[src/rtl/muldiv_seq_if.sv]
`default_nettype none
// ---------------------------------------------------------------------------
// muldiv_seq_if : request/response bundle between EX and the mul/div sequencer
// Revision: 1.0
// ---------------------------------------------------------------------------
interface muldiv_seq_if #(
  parameter int XLEN = 32
);
  logic                start_i;
  logic [2:0]          op_i;
  logic [XLEN-1:0]     op_a_i;
  logic [XLEN-1:0]     op_b_i;
  logic                flush_i;
  logic                busy_o;
  logic                done_o;
  logic [2*XLEN-1:0]   result_o;

  modport master (
    output start_i, op_i, op_a_i, op_b_i, flush_i,
    input  busy_o, done_o, result_o
  );

  modport slave (
    input  start_i, op_i, op_a_i, op_b_i, flush_i,
    output busy_o, done_o, result_o
  );
endinterface
`default_nettype wire

[src/rtl/muldiv_seq.sv]
`default_nettype none
// ---------------------------------------------------------------------------
// muldiv_seq : iterative RV32M multiply/divide (shift-add / restoring divide)
// Revision: 1.0
// ---------------------------------------------------------------------------
module muldiv_seq #(
  parameter int XLEN  = 32,
  parameter int CNT_W = 6
) (
  input  logic         clk,
  input  logic         rst,
  muldiv_seq_if.slave  bus
);

  typedef enum logic [2:0] {
    S_IDLE = 3'd0,
    S_PREP = 3'd1,
    S_CALC = 3'd2,
    S_FIX  = 3'd3,
    S_DONE = 3'd4
  } state_t;

  localparam logic [2:0] OP_MULH   = 3'd1;
  localparam logic [2:0] OP_MULHSU = 3'd2;
  localparam logic [2:0] OP_DIV    = 3'd4;
  localparam logic [2:0] OP_REM    = 3'd6;

  localparam logic [CNT_W-1:0] LAST_CNT = CNT_W'(XLEN - 1);
  localparam logic [XLEN-1:0]  MIN_NEG  = {1'b1, {(XLEN-1){1'b0}}};

  state_t              state;
  state_t              next_state;
  logic [2:0]          op;
  logic [XLEN-1:0]     a_reg;
  logic [XLEN-1:0]     b_reg;
  logic [XLEN:0]       acc;
  logic [XLEN-1:0]     lo;
  logic                neg;
  logic [CNT_W-1:0]    cnt;
  logic [2*XLEN-1:0]   result;
  logic                busy;
  logic                done;

  // Request decode while idle
  logic                accept;
  logic                in_is_rem;
  logic                div_zero;
  logic                div_ovf;
  logic                special;
  logic [2*XLEN-1:0]   special_res;

  assign accept    = bus.start_i & ~bus.flush_i;
  assign in_is_rem = bus.op_i[2] & bus.op_i[1];
  assign div_zero  = bus.op_i[2] & (bus.op_b_i == '0);
  assign div_ovf   = ((bus.op_i == OP_DIV) | (bus.op_i == OP_REM)) &
                     (bus.op_a_i == MIN_NEG) & (bus.op_b_i == '1);
  assign special   = div_zero | div_ovf;

  always_comb begin
    special_res = '0;
    if (div_zero) begin
      special_res[XLEN-1:0] = in_is_rem ? bus.op_a_i : '1;
    end else begin
      special_res[XLEN-1:0] = in_is_rem ? '0 : MIN_NEG;
    end
  end

  // Operand conditioning for the latched op
  logic                is_div;
  logic                is_rem;
  logic                a_signed;
  logic                b_signed;
  logic                sa;
  logic                sb;
  logic [XLEN-1:0]     abs_a;
  logic [XLEN-1:0]     abs_b;

  assign is_div   = op[2];
  assign is_rem   = op[2] & op[1];
  assign a_signed = (op == OP_MULH) | (op == OP_MULHSU) | (op == OP_DIV) | (op == OP_REM);
  assign b_signed = (op == OP_MULH) | (op == OP_DIV) | (op == OP_REM);
  assign sa       = a_signed & a_reg[XLEN-1];
  assign sb       = b_signed & b_reg[XLEN-1];
  assign abs_a    = sa ? (~a_reg + 1'b1) : a_reg;
  assign abs_b    = sb ? (~b_reg + 1'b1) : b_reg;

  // One iteration of each algorithm; the extra bit carries add-out / borrow
  logic [XLEN:0]       mul_sum;
  logic [XLEN:0]       div_shift;
  logic [XLEN:0]       div_diff;

  assign mul_sum   = acc + {1'b0, (lo[0] ? a_reg : '0)};
  assign div_shift = {acc[XLEN-1:0], lo[XLEN-1]};
  assign div_diff  = div_shift - {1'b0, b_reg};

  logic [2*XLEN-1:0]   prod;
  logic [2*XLEN-1:0]   prod_fix;
  logic [XLEN-1:0]     quot_fix;
  logic [XLEN-1:0]     rem_fix;
  logic [2*XLEN-1:0]   fix_res;

  assign prod     = {acc[XLEN-1:0], lo};
  assign prod_fix = neg ? (~prod + 1'b1) : prod;
  assign quot_fix = neg ? (~lo + 1'b1) : lo;
  assign rem_fix  = neg ? (~acc[XLEN-1:0] + 1'b1) : acc[XLEN-1:0];

  always_comb begin
    fix_res = prod_fix;
    if (is_div) begin
      fix_res = {{XLEN{1'b0}}, (is_rem ? rem_fix : quot_fix)};
    end
  end

  always_comb begin
    next_state = state;
    case (state)
      S_IDLE: if (accept) next_state = special ? S_DONE : S_PREP;
      S_PREP: next_state = S_CALC;
      S_CALC: if (cnt == LAST_CNT) next_state = S_FIX;
      S_FIX:  next_state = S_DONE;
      S_DONE: next_state = S_IDLE;
      default: next_state = S_IDLE;
    endcase
    if ((state != S_IDLE) && bus.flush_i) begin
      next_state = S_IDLE;
    end
  end

  always_ff @(posedge clk) begin
    if (!rst) begin
      state <= S_IDLE;
    end else begin
      state <= next_state;
    end
  end

  always_ff @(posedge clk) begin
    if (!rst) begin
      op     <= '0;
      a_reg  <= '0;
      b_reg  <= '0;
      acc    <= '0;
      lo     <= '0;
      neg    <= 1'b0;
      cnt    <= '0;
      result <= '0;
      busy   <= 1'b0;
      done   <= 1'b0;
    end else begin
      busy <= (next_state == S_PREP) | (next_state == S_CALC) | (next_state == S_FIX);
      done <= (next_state == S_DONE);
      case (state)
        S_IDLE: begin
          if (accept) begin
            op    <= bus.op_i;
            a_reg <= bus.op_a_i;
            b_reg <= bus.op_b_i;
            if (special) result <= special_res;
          end
        end
        S_PREP: begin
          // Multiply: a_reg = multiplicand, lo = multiplier.
          // Divide:   lo = dividend shifting into quotient, b_reg = divisor.
          acc   <= '0;
          cnt   <= '0;
          neg   <= is_rem ? sa : (sa ^ sb);
          a_reg <= abs_a;
          b_reg <= abs_b;
          lo    <= is_div ? abs_a : abs_b;
        end
        S_CALC: begin
          cnt <= cnt + 1'b1;
          if (is_div) begin
            if (!div_diff[XLEN]) begin
              acc <= div_diff;
              lo  <= {lo[XLEN-2:0], 1'b1};
            end else begin
              acc <= div_shift;
              lo  <= {lo[XLEN-2:0], 1'b0};
            end
          end else begin
            acc <= {1'b0, mul_sum[XLEN:1]};
            lo  <= {mul_sum[0], lo[XLEN-1:1]};
          end
        end
        S_FIX: begin
          if (!bus.flush_i) result <= fix_res;
        end
        default: ;
      endcase
    end
  end

  assign bus.busy_o   = busy;
  assign bus.done_o   = done;
  assign bus.result_o = result;

endmodule
`default_nettype wire

[src/flat_wrapper.sv]
// flat-port wrapper written by rule: the top's interface ports become plain ports
module muldiv_seq_flat 
#(
  parameter int XLEN  = 32,
  parameter int CNT_W = 6
)
  (clk, rst, bus_start_i, bus_op_i, bus_op_a_i, bus_op_b_i, bus_flush_i, bus_busy_o, bus_done_o, bus_result_o);
  muldiv_seq_if #(.XLEN(XLEN)) bus_i ();
  input  logic clk;
  input  logic rst;
  input wire logic [$bits(bus_i.start_i)-1:0] bus_start_i;
  input wire logic [$bits(bus_i.op_i)-1:0] bus_op_i;
  input wire logic [$bits(bus_i.op_a_i)-1:0] bus_op_a_i;
  input wire logic [$bits(bus_i.op_b_i)-1:0] bus_op_b_i;
  input wire logic [$bits(bus_i.flush_i)-1:0] bus_flush_i;
  output wire logic [$bits(bus_i.busy_o)-1:0] bus_busy_o;
  output wire logic [$bits(bus_i.done_o)-1:0] bus_done_o;
  output wire logic [$bits(bus_i.result_o)-1:0] bus_result_o;
  assign bus_i.start_i = bus_start_i;
  assign bus_i.op_i = bus_op_i;
  assign bus_i.op_a_i = bus_op_a_i;
  assign bus_i.op_b_i = bus_op_b_i;
  assign bus_i.flush_i = bus_flush_i;
  assign bus_busy_o = bus_i.busy_o;
  assign bus_done_o = bus_i.done_o;
  assign bus_result_o = bus_i.result_o;
  muldiv_seq #(.XLEN(XLEN), .CNT_W(CNT_W)) u_core (.clk(clk), .rst(rst), .bus(bus_i));
endmodule
[config.mk]
export PLATFORM = sky130hd
export DESIGN_NAME = muldiv_seq_flat
export DESIGN_NICKNAME = d
export VERILOG_FILES = /design/src/rtl/muldiv_seq_if.sv /design/src/rtl/muldiv_seq.sv /design/src/flat_wrapper.sv
export SDC_FILE = /design/constraint.sdc
export NUM_CORES = 1
export LEC_CHECK = 0
export ABC_CLOCK_PERIOD_IN_PS = 11400
export CAP_MARGIN = 20
export CORE_UTILIZATION = 50
export CTS_CLUSTER_SIZE = 25
export DETAILED_ROUTE_END_ITERATION = 8
export GPL_ROUTABILITY_DRIVEN = 0
export PLACE_DENSITY = 0.72
export SETUP_SLACK_MARGIN = 0.3
export SLEW_MARGIN = 20
export SYNTH_ARGS = -nofsm -noshare
export SYNTH_HDL_FRONTEND = slang
export SYNTH_SLANG_ARGS = --single-unit
[constraint.sdc]
create_clock -name clk -period 11.4 [get_ports clk]
set_clock_uncertainty 0.2 [all_clocks]
set_input_delay 1.14 -clock clk [delete_from_list [all_inputs] [get_ports clk]]
set_output_delay 1.14 -clock clk [all_outputs]
set_load 0.05 [all_outputs]
== After elaboration in Yosys (flattened, before gate mapping) ==
Cells that the tools add are included.
Operators by class
  reduce and logical (&&, ||, !) cells: 10
  multipliers: 0
  shift-type cells: 0
  bitwise gates (word level): 24
  add/subtract/negate cells: 8
  order comparisons: 0
  equal/unequal tests: 19
  divide/modulo/power cells: 0
  multiplexer cells: 33
Operators with widths (count)
  32-bit two-way mux: 13
  64-bit two-way mux: 5
  32-bit case mux with 2 select lines: 3
  32-bit by 1-bit adder with 32-bit output, second input constant: 4
  32-bit inverter: 4
  64-bit case mux with 2 select lines: 1
  33-bit two-way mux: 2
  33-bit case mux with 2 select lines: 1
  64-bit by 1-bit adder with 64-bit output, second input constant: 1
  32-bit equality test, second input constant: 2
  64-bit inverter: 1
  33-bit by 32-bit adder with 33-bit output: 1
  33-bit by 32-bit subtractor with 33-bit output: 1
  32-bit zero test: 1
  3-bit by 2-bit equality test with 1-bit output, second input constant: 5
  3-bit equality test, second input constant: 5
  3-bit two-way mux: 4
  3-bit case mux with 4 select lines: 1
  6-bit case mux with 2 select lines: 1
  3-bit by 1-bit equality test with 1-bit output, second input constant: 3
  1-bit bitwise OR: 9
  1-bit AND: 8
  6-bit by 1-bit adder with 6-bit output, second input constant: 1
  6-bit by 5-bit equality test with 1-bit output, second input constant: 1
  other kinds (11): 16
Word-level totals
  word-level logic and storage cells: 105
  memory bits (read-only): 0
  bits in registers: 208
  latch bits: 0
  bits of input ports: 71
  memories kept: 0
  memory bits (writable): 0
  output and inout bits: 66

== Longest topological paths before layout ==
  word-level depth: 12
  gate-level depth with buffers: 21
  depth with buffers taken out: 19

== Worst setup path after synthesis ==
OpenSTA, ideal clock, no wires.
  path type: reg2reg
  start point: register u_core.lo[31]
  end point: register u_core.acc[10]
  path slack: 7.261 ns
  cell stages (with the launch flop): 21
  library setup time: 0.128 ns
  arrival time: 3.811 ns
  required time: 11.072 ns
  buffers on the path: 3
  cell sequence: dfxtp_1 -> clkbuf_1 -> inv_1 -> ha_1 -> fa_1 -> nor2b_1 -> o31ai_1 -> a211oi_1 -> o21ai_0 -> nand3_1 -> a21oi_1 -> o21ai_0 -> a21o_1 -> a21o_1 -> ha_1 -> clkbuf_1 -> buf_1 -> mux2i_1 -> nor2_1 -> a221oi_1 -> nor2_1
Between the ends
  word-level cells in the longest chain between the ends: 4
RTL lines
  from (decl): line muldiv_seq.sv:37  | logic [XLEN-1:0] lo;
  from (signal assigned): line muldiv_seq.sv:169  | lo <= is_div ? abs_a : abs_b;
  from (signal assigned): line muldiv_seq.sv:176  | lo <= {lo[XLEN-2:0], 1'b1};
  from (signal assigned): line muldiv_seq.sv:179  | lo <= {lo[XLEN-2:0], 1'b0};
  33-bit by 32-bit subtractor with 33-bit output: line muldiv_seq.sv:94  | assign div_diff = div_shift - {1'b0, b_reg};
  33-bit two-way mux: line muldiv_seq.sv:174  | if (!div_diff[XLEN]) begin
  33-bit two-way mux: line muldiv_seq.sv:173  | if (is_div) begin
  33-bit case mux with 2 select lines: line muldiv_seq.sv:152  | case (state)
  to (signal assigned): line muldiv_seq.sv:175  | acc <= div_diff;
  to (signal assigned): line muldiv_seq.sv:178  | acc <= div_shift;
  to (signal assigned): line muldiv_seq.sv:182  | acc <= {1'b0, mul_sum[XLEN:1]};
  to (decl): line muldiv_seq.sv:36  | logic [XLEN:0] acc;
Every way passes these cells.
A chain may end at the register's enable or synchronous reset.

== Worst setup path in the final report ==
  start point: register u_core.acc[0]
  end point: register u_core.acc[5]
Between the ends
  word-level cells in the longest chain between the ends: 4
  elaborated cells on any way between the ends: 5
  those cells by class: add/sub: 2; mux: 3
RTL lines (line)
  33-bit by 32-bit subtractor with 33-bit output: muldiv_seq.sv:94
  33-bit two-way mux: muldiv_seq.sv:174
  33-bit two-way mux (*): muldiv_seq.sv:173
  33-bit case mux with 2 select lines (*): muldiv_seq.sv:152
Mark *: on every way between the ends. The rest lies on a longest branch, timed or not.

==> summary.md <==
| Metric | Value |
|---|---|
| Failing checks | `DRC` |
| 1st-iter DRT viols | `2,535` |
| Worst r2r dst | `u_core.acc[5]` |
| CP Max Fanout | `37` |
| MaxCap Viol Count | `0` |
| GR Util met1 | `49.8%` |
| Top cell type by total area after synthesis | `dfxtp_1` |
| Seq/Total Area, Yosys | `24.8%` |
| Reg-to-reg slack, setup | `6.44 ns` |
| F_max | `0.202 GHz` |
| Final setup fails | `0` |
| Reg2reg start | `u_core.acc[0]` |
| DR WL/cell | `23.5 um` |
| Setup TNS | `0 ns` |
| CTS buffer count | `26` |
| Post-synthesis instance area | `16,800 um^2` |
| Share of power burned in registers | `37.9%` |
| GR met2 Demand/Resource | `56.1%` |
| Class of the worst hold path | `reg2reg` |
| Met3 Use GR | `8.02%` |
| Max-slew violation count | `0` |
| Top cells by area, synth | `dfxtp_1 25%, xnor2_1 6.8%, nand2_1 6.0%, nor2_1 5.6%, ha_1 5.2%` |
| Vert. Die Dim | `185 um` |
| Number of hold-repair buffers added at the cts stage | `0` |
| Tot GR Track Use | `37.1%` |
| Hpwl dp | `47,700 um` |
| Worst endpoint required time | `11.61 ns` |
| Die width | `185 um` |
| Core area | `32,800 um^2` |
| Clock latency at the later pin of the worst-skew pair | `0.56 ns` |
| Unrepaired setup endpoints after global routing | `no` |
| Layout area overhead | `14.3%` |
| First-pass GRT wire length | `97,800 um` |
| GR peak layer | `met2` |
| CTS tree | `yes` |
| Vias in the first global route | `16,535` |
| Slew headroom | `29.2%` |
| Pint | `1.41 mW` |
| Outcome | `finished with violations` |
| Clk root buf | `clkbuf_16` |
| FF-to-FF path depth | `18` |
| Post-CTS setup repair buffer count | `0` |
| Asr flop ratio synth | `0%` |
| Nets | `2,452` |
| DRC | `17` |
| Clock buffer depth | `3` |
| Net Sw Power | `0.650 mW` |
| Vias | `18,370` |
| PostCTS Resize Cnt | `0` |
| Port bufs | `136` |
| Fin Hold WS | `0.248 ns` |
| Largest net degree at the start of global routing | `81` |
| Total grt overflow | `0` |
| Slew @ Worst Pin | `1.06 ns` |
| Max FFs per register | `64` |
| IO Count | `137` |
| Die ar. | `34,300 um^2` |
| Sw frac | `31.6%` |
| Seq cells post-synth | `208` |
| Comb power frac | `19.3%` |
| WHS Path Cells | `2` |
| Fraction of layout cells with a size suffix above 1 | `5.07%` |
| Syn. warnings | `0` |
| Post-Route WL | `65,000 um` |
| Leak | `7.23 nW` |
| VDD IR max | `0.108 mV` |
| H-tree Lvls | `1` |
| Via density | `6.63` |
| Netlist cell types | `81` |
| Clock Power Share | `42.8%` |
| Arrival @ worst endpoint | `5.17 ns` |
| Starting density of the core | `51.2%` |
| Hold_sp | `u_core.bus.result_o[53]` |
| Kind of critical path | `reg2reg` |
| Hold Path End | `u_core.bus.result_o[53]` |
| Critical path capture point type | `register` |
| DR pass1 iterations | `9` |
| Tmin final | `4.96 ns` |
| Floorplan row count | `66` |
| Clock sink total | `208` |
| Main synth FF type | `dfxtp_1` |
| Pwr/cell area | `107 nW/um^2` |
| Syn Inst Count | `2,288` |
| ANT nets after route | `0` |
| Startpoint types | `register` |
| Average cell area after synthesis | `7.34 um^2` |
| Post-synth EDFFs | `0` |
| Tcrit/Tclk final | `43.5%` |
| Final hold violation count | `0` |
| Syn Nets | `2,431` |
| Antenna violations before repair | `1` |
| Clock-pin slew on the worst setup and hold paths | `0.06 ns` |
| Synth top area share | `24.8%` |
## kinds of logic after synthesis
group	Yosys count	share of synthesized area, %
AOI/OAI and AO/OA	686	26.9
xor gates and xnor gates	204	10.6
adders and majority gates	72	5.45
buffers and inverters	228	5.18
DFF	208	24.8
muxes	69	4.24
and+or+nand+nor	821	22.8
## power by group through the flow
stage | clock network, mW | registers (mW) | logic [mW]
2_1_floorplan | 0 | 0.783 | 0.258
3_3_place_gp | 0 | 0.794 | 0.377
3_5_place_dp | 0 | 0.795 | 0.381
4_1_cts | 0.884 | 0.779 | 0.383
5_1_grt | 0.917 | 0.783 | 0.422
6_report | 0.882 | 0.781 | 0.397
## cell usage after synthesis, drive strengths merged, types with 18 or more instances
cell type / number
and3: 18
clkbuf: 147
xnor2: 130
nand2b: 21
o31ai: 31
o21a: 19
xor2: 74
nand2: 267
o211ai: 52
nor4: 33
nor3: 67
o21ai: 149
mux2i: 61
a221oi: 21
nor2: 251
nand4: 25
nand3: 28
o22ai: 26
dfxtp: 208
o41ai: 19
and2: 39
a31oi: 22
a211oi: 34
a21oi: 175
or3: 18
ha: 70
inv: 60
a21o: 31
buf: 20
## worst max path at each step
| stage | start | to | slack [ns] |
|---|---|---|---|
| global placement | bus_op_i[2] | u_core.bus.result_o[24] | 6.63 |
| floorplan | u_core.lo[31] | u_core.acc[10] | 7.26 |
| CTS | u_core.acc[1] | u_core.acc[5] | 6.57 |
| global route | u_core.lo[31] | u_core.acc[5] | 6.24 |
| detailed placement | u_core.acc[1] | u_core.acc[5] | 6.59 |
| finish | u_core.acc[0] | u_core.acc[5] | 6.44 |
## per-layer routing
metal,vias up,routed length [um]
li1,8323,-
met1,8597,25900
met2,1228,27600
met3,220,8190
met4,2,3290
met5,-,13
## worst max-delay path, stage by stage, from the launching register on
cell	delay, ns
dfxtp_1	0.43
inv_1	0.29
fa_1	0.27
nor2b_1	0.08
o31ai_1	0.60
a211oi_1	0.21
o21ai_0	0.31
nand3_1	0.16
a21oi_1	0.17
o21ai_0	0.16
a21o_1	0.22
a21o_1	0.18
ha_1	0.29
buf_4	0.45
mux2_2	0.39
nand2_1	0.07
o21ai_0	0.09
a22oi_1	0.17
nor2_1	0.06
## placed cells by master, fill, tap and decap left out, types with 24 or more instances in the layout
cell type,synthesis,layout
o31ai_1,28,28
clkdlybuf4s50_1,0,136
dfxtp_1,208,206
o211ai_1,52,52
o21ai_0,144,144
a211oi_1,34,34
nand2_1,267,267
xor2_1,74,74
o22ai_1,26,26
inv_1,60,59
a21oi_1,174,174
nor4_1,31,30
xnor2_1,130,130
mux2i_1,61,61
a21o_1,31,31
nand4_1,25,25
and2_1,39,39
nand3_1,28,28
nor3_1,65,63
clkbuf_16,0,28
ha_1,70,70
buf_4,0,24
nor2_1,250,247
## layout make-up
| class | instances | area, um^2 |
|---|---|---|
| Antenna cell | 1 | 2.50 |
| Clock buffer | 31 | 722 |
| Clock inverter | 17 | 181 |
| Fill cell | 3055 | 13600 |
| Inverter | 61 | 231 |
| Multi-Input combinational cell | 1852 | 11800 |
| Sequential cell | 208 | 4170 |
| Tap cell | 442 | 553 |
| Timing Repair Buffer | 160 | 1540 |
## through the flow
| stage | utilization (%) | power, mW | worst slack [ns] | cells | cell area [um^2] |
|---|---|---|---|---|---|
| global route | 58.6 | 2.12 | 6.24 | 2771 | 19200 |
| floorplan | - | 1.04 | 7.26 | 2288 | 16800 |
| CTS | 58.6 | 2.05 | 6.57 | 2771 | 19200 |
| finish | 58.6 | 2.06 | 6.44 | 2772 | 19200 |
| global placement | 55.8 | 1.17 | 6.63 | 2723 | 18300 |
| detailed placement | 55.8 | 1.18 | 6.59 | 2723 | 18300 |
No activity file was read; power rests on OpenSTA's default activity.
